### src/rtl/vic_nch.sv
// rtl/vic_nch.sv - N-channel vectored interrupt controller for the VM1 bus
//
// Latches rising edges on per-channel request lines, raises VIRQ while any
// enabled channel is pending, and answers the interrupt-acknowledge read
// with the vector of the highest-priority pending channel (channel N-1 is
// highest). The served channel gets a one-clk_sys acknowledge pulse.
//
// Optional feature: define VIC_MASK_EN to add the mask_i port (per-channel
// enable). Without it every channel is always enabled.
//
// Ports:
//   clk_sys  system clock
//   rst_n    asynchronous active-low reset
//   ce       bus clock enable; the acknowledge FSM only moves when ce=1
//   ivec     vector table, channel k at [k*VW +: VW]
//   ireq     per-channel request lines, rising-edge sensitive
//   iack     one-clk_sys pulse when channel k's vector has been delivered
//   irq_o    VIRQ to the CPU
//   stb_i    IAK read strobe
//   ack_o    RPLY for the IAK cycle
//   dat_o    vector data, zero while ack_o=0 (wired-OR bus)
//   mask_i   channel enable, 1=enabled (VIC_MASK_EN only)
module vic_nch #(
  parameter int             N    = 4,
  parameter int             VW   = 16,
  parameter logic [VW-1:0]  SPUR = '0
) (
  input  logic            clk_sys,
  input  logic            rst_n,
  input  logic            ce,
  input  logic [N*VW-1:0] ivec,
  input  logic [N-1:0]    ireq,
  output logic [N-1:0]    iack,
  output logic            irq_o,
  input  logic            stb_i,
  output logic            ack_o,
  output logic [VW-1:0]   dat_o
`ifdef VIC_MASK_EN
  ,
  input  logic [N-1:0]    mask_i
`endif
);

  localparam int SW = (N > 1) ? $clog2(N) : 1;

  typedef enum logic [1:0] {
    ST_IDLE = 2'd0,
    ST_ACK  = 2'd1,
    ST_HOLD = 2'd2
  } state_t;

  state_t          state_q, state_d;
  logic [N-1:0]    en;
  logic [N-1:0]    pend_q, pend_d;
  logic [N-1:0]    ireq_q;
  logic [N-1:0]    act;
  logic [N-1:0]    clr;
  logic [N-1:0]    iack_q;
  logic            irq_q;
  logic [SW-1:0]   sel_q;
  logic            hit_q;
  logic [VW-1:0]   vec_q;
  logic [SW-1:0]   win;
  logic [VW-1:0]   win_vec;
  logic            valid;
  logic            take;

`ifdef VIC_MASK_EN
  assign en = mask_i;
`else
  assign en = '1;
`endif

  assign act = pend_q & en;

  // Fixed priority: the loop runs upward so the highest active index wins.
  always_comb begin
    win     = '0;
    win_vec = '0;
    for (int k = 0; k < N; k++) begin
      if (act[k]) begin
        win     = SW'(k);
        win_vec = ivec[k*VW +: VW];
      end
    end
  end

  assign valid = |act;

  // The IDLE->ACK step freezes the selection; later edges wait for the next IAK.
  assign take = (state_q == ST_IDLE) && ce && stb_i;

  always_comb begin
    state_d = state_q;
    if (ce) begin
      case (state_q)
        ST_IDLE: if (stb_i)  state_d = ST_ACK;
        ST_ACK:              state_d = ST_HOLD;
        ST_HOLD: if (!stb_i) state_d = ST_IDLE;
        default:             state_d = ST_IDLE;
      endcase
    end
  end

  // The served channel is released on the single ce edge that leaves ACK.
  always_comb begin
    clr = '0;
    if ((state_q == ST_ACK) && ce && hit_q) begin
      for (int k = 0; k < N; k++) begin
        clr[k] = (sel_q == SW'(k));
      end
    end
  end

  // Set is ORed in after the clear so a same-cycle new edge is never lost.
  assign pend_d = (pend_q & ~clr) | (ireq & ~ireq_q);

  always_ff @(posedge clk_sys or negedge rst_n) begin
    if (!rst_n) begin
      state_q <= ST_IDLE;
      pend_q  <= '0;
      ireq_q  <= '0;
      iack_q  <= '0;
      irq_q   <= 1'b0;
      sel_q   <= '0;
      hit_q   <= 1'b0;
      vec_q   <= '0;
    end else begin
      state_q <= state_d;
      pend_q  <= pend_d;
      ireq_q  <= ireq;
      iack_q  <= clr;
      irq_q   <= valid;
      if (take) begin
        sel_q <= win;
        hit_q <= valid;
        vec_q <= valid ? win_vec : SPUR;
      end
    end
  end

  assign iack  = iack_q;
  assign irq_o = irq_q;
  assign ack_o = (state_q != ST_IDLE);
  assign dat_o = ack_o ? vec_q : '0;

endmodule
### config.mk
export PLATFORM = sky130hd
export DESIGN_NAME = vic_nch
export DESIGN_NICKNAME = d
export VERILOG_FILES = /design/src/rtl/vic_nch.sv
export SDC_FILE = /design/constraint.sdc
export NUM_CORES = 1
export LEC_CHECK = 0
export CELL_PAD_IN_SITES_DETAIL_PLACEMENT = 1
export CELL_PAD_IN_SITES_GLOBAL_PLACEMENT = 2
export CORE_ASPECT_RATIO = 0.75
export CORE_MARGIN = 2
export CORE_UTILIZATION = 22
export CTS_CLUSTER_SIZE = 12
export DETAILED_ROUTE_END_ITERATION = 10
export PLACE_DENSITY = 0.78
export SYNTH_ARGS = -nofsm -noshare
export SYNTH_HDL_FRONTEND = slang
export SYNTH_SLANG_ARGS = --single-unit
### constraint.sdc
create_clock -name clk_sys -period 1.9 [get_ports clk_sys]
set_input_delay 0.38 -clock clk_sys [delete_from_list [all_inputs] [get_ports clk_sys]]
set_output_delay 0.38 -clock clk_sys [all_outputs]
set_load 0.01 [all_outputs]
==> run summary <==
The share of synthesized cell area in full adder, half adder and majority cells came out at 0%. The sequential share of the synthesized area is 49.0%. The highest layer touched by signal routing is met4. The height of the die is 81.0 um.

The starting utilization of the core area is 22.3%. In this run, synthesis inferred 0 flip-flops with an integrated enable. For the pin with the worst max-slew slack, the measured transition is 0.669 ns. The count of cells in the finished layout, fillers not included, comes to 373.

The number of warnings issued by yosys came out at 0. The number of antenna violations at the first check in global routing was 0. Cells fill 38.1% of the core in the end. The wire length per cell came out at 16.8 um.

The power per cell area is 1050 nW/um2. dfrtp_1 is the most common cell in the netlist. The net count after synthesis is 238. Max-cap violations in this run came to 0. Headroom to the max-slew limit came out at 55.4%.

The global placer's final weighted congestion is 0.713. The wire length of the first global-routing pass is 9960 um. STA puts the critical path data required time at 1.52 ns.

The portion of synthesized area spent on multiplexers is 0.648%. The number of iterations in the first detailed-routing pass is 4. The overall overflow remaining after global route came out at 0.

The number of global-route vias before repair came to 1882. TritonCTS built the clock tree. The cell count after synthesis is 166. The maximum achievable frequency is 578 MHz. The final critical delay including setup and external delays came out at 1.73 ns. In the detailed route, the total length drawn on met3 is 439 um. The number of DRC violations after detailed routing is 0. Compared with the post-synthesis result, the final layout area differs by 70.5%. The flow ran to the end, and the final reports show no timing, DRC or antenna violations.

The synthesized-area fraction occupied by and/or/nand/nor cells came out at 15.6%. Counting flops and latches in the post-synthesis netlist gives 34. The number of hold violations in the final report was 0. By count the netlist is led by 34 x dfrtp_1, 19 x o22ai_1, 18 x nor2b_1. The total negative slack for setup checks came out at 0 ns. After floorplanning, the core was divided into 28 placement rows. Summed over its instances, the top area cell type makes up 49.0% of the synthesized netlist area.

After detailed routing, the wire length on met1 is 3020 um. After synthesis, the largest family of logic cells by area is compound AO/OA/AOI/OAI gates. The largest net degree at the start of global routing came out at 35. STA classifies the critical path startpoint as a flip-flop. The insertion delay to the later sink of the worst-skew pair came out at 0.29 ns.

CTS placed an instance of clkbuf_8 at the clock tree root. The post-synthesis xor/xnor area fraction came out at 0%. For the worst setup path, the data arrival time is 1.35 ns. Setup repair after global routing left no endpoint under its margin. The max-slew violation count came out at 0. Clock tree synthesis inserted a total of 5 buffers.

The worst path uses 91.0% of the clock period. Of all nets on the critical path, the largest fanout is 7. In the routed layout, each cell is associated on average with a via count of 4.67. After clock tree synthesis, the clock-pin slew on the worst setup and hold paths is 0.07 ns.

For this run, the total global-route usage over all layers was measured as 15.1%. The number of failing setup endpoints in the final timing report came out at 0. The routed design has 6250 um of wire. The overall die area is 8630 um2. In this run, placement finished with an instance count of 362. The average footprint of a synthesized cell came out at 10.5 um2.

The die outline width came out at 107 um. The total vias in the final route is 1741. The number of sinks on the clock net is 34. The wire length on met2 is 2710 um.

In this run the worst hold path is classified as in2async. Of all cell types, the one taking the most synthesized area is dfrtp_1. The endpoint type of the worst setup path is an output pin. Summing the areas of all compound-gate instances in the mapped netlist gives 26.1% of the synthesized area. The final-stage net count came out at 339. The remaining antenna violation count after routing is 0. In this run the cell area of the synthesized design comes to 1740 um2.

The core region is 7780 um2. The proportion of synthesized flip-flops having asynchronous set or reset is 100%. Detailed placement ended at an HPWL of 4680 um. After clock tree synthesis, the flow added hold-fix buffers numbering 0. The share of cells above drive strength 1 came out at 11.6%. The total of fill cells in the finished design is 871. The first routing iteration left 58 violations.

The count of antenna diodes in the layout came out at 0. The leakage power summed over all cells came out at 1.29 nW. The kind of critical path is reg2out.

After synthesis, the netlist uses 32 different library cells. The quantity of I/O buffers inserted on ports came out at 93. In the synthesized netlist the dominant register cell turns out to be dfrtp_1. Sorting the synthesized cells by area gives the leading types as dfrtp_1 49%, a221oi_1 8.1%, o41ai_1 7.6%. The maximum buffer depth of the clock tree came out at 2.

The level count of the clock H-tree came out at 2. In this run the count of I/O pins placed on the die edge is 94. The worst vdd rail ir drop came out at 298 uV. The clock skew is 0.00383 ns.
[layout by cell type, fill, tap and decap left out, types with 2 or more instances in the layout]
cell	instances
bufinv_16	2
nand2_1	17
dfrtp_1	34
dlygate4sd2_1	17
buf_4	13
a221oi_1	16
o41ai_1	15
clkbuf_8	6
clkdlybuf4s50_1	75
nor2b_1	18
o22ai_1	19
inv_1	11
buf_6	2
o21ai_0	3
[stage by stage]
| step | hold WS (ns) | cell area, um2 | setup WS, ns | power (mW) |
|---|---|---|---|---|
| floorplan | 0.0844 | 1740 | 0.402 | 1.65 |
| detailed placement | 0.426 | 2800 | 0.00744 | 2.33 |
| global placement | 0.421 | 2800 | 0.102 | 2.31 |
| global route | 0.153 | 2960 | 0.101 | 3.31 |
| finish | 0.119 | 2960 | 0.171 | 3.10 |
| CTS | 0.139 | 2960 | 0.151 | 3.15 |
[where the power goes]
group / internal, mW / switching (mW) / leakage [nW]
Clock: 0.560 / 0.274 / 0.0714
Sequential: 0.947 / 0.130 / 0.402
Combinational: 0.640 / 0.547 / 0.812
[timing repair]
action / in CTS / in global routing
setup buffers: 2 / 0
setup endpoints to repair: 17 / 0
endpoints found under the hold margin: 0 / 0
resized for setup: 22 / 0
[sequential cells by signal, summed over array words and instances (netlist names)]
register / flops
vec_q: 16
sel_q: 2
state_q: 2
ireq_q: 4
iack: 4
hit_q: 1
act: 4
irq_o: 1
[layer usage]
layer | vias up | track usage [%]
li1 | 832 | -
met1 | 846 | 20.5
met2 | 56 | 23.4
met3 | 7 | 4.17
met4 | 0 | 4.68
met5 | - | 0
[critical path: stages, from the launching register on]
cell and delay (ns):
dfrtp_1 0.41, nor2_4 0.16, buf_6 0.15, nor2b_1 0.05, dlygate4sd2_1 0.29
[final timing paths]
path                            start   endpoint  slack (ns)  depth (start not counted)
setup reg to reg               act[3]   vec_q[3]        0.29                          3
hold reg to reg             ireq_q[3]     act[3]        0.43                          1
min in group clk_sys        ireq_q[3]     act[3]        0.43                          1
setup / recovery           state_q[0]  dat_o[10]        0.17                          4
max in group asynchronous       rst_n   vec_q[2]        1.46                          2
hold / removal                  rst_n    iack[2]        0.12                          2
[area by class of cell]
cell class / instances / area [um2] / share of cell area (%)
tap: 105 / 131 / 4.43
clock inverter: 2 / 60.1 / 2.03
clock buffer: 6 / 82.6 / 2.79
multi-input combinational: 105 / 748 / 25.3
sequential: 34 / 851 / 28.7
inverter: 12 / 45.0 / 1.52
timing repair buffer: 109 / 1040 / 35.3
[cells by family (layout without fill, tap and decap cells)]
kind of cell,after synthesis,after routing
AOI/OAI and AO/OA,58,58
and+or+nand+nor,46,46
DFF,34,34
buffers and inverters,27,129
muxes,1,1
Note: power is estimated with default switching activity, not from simulation.
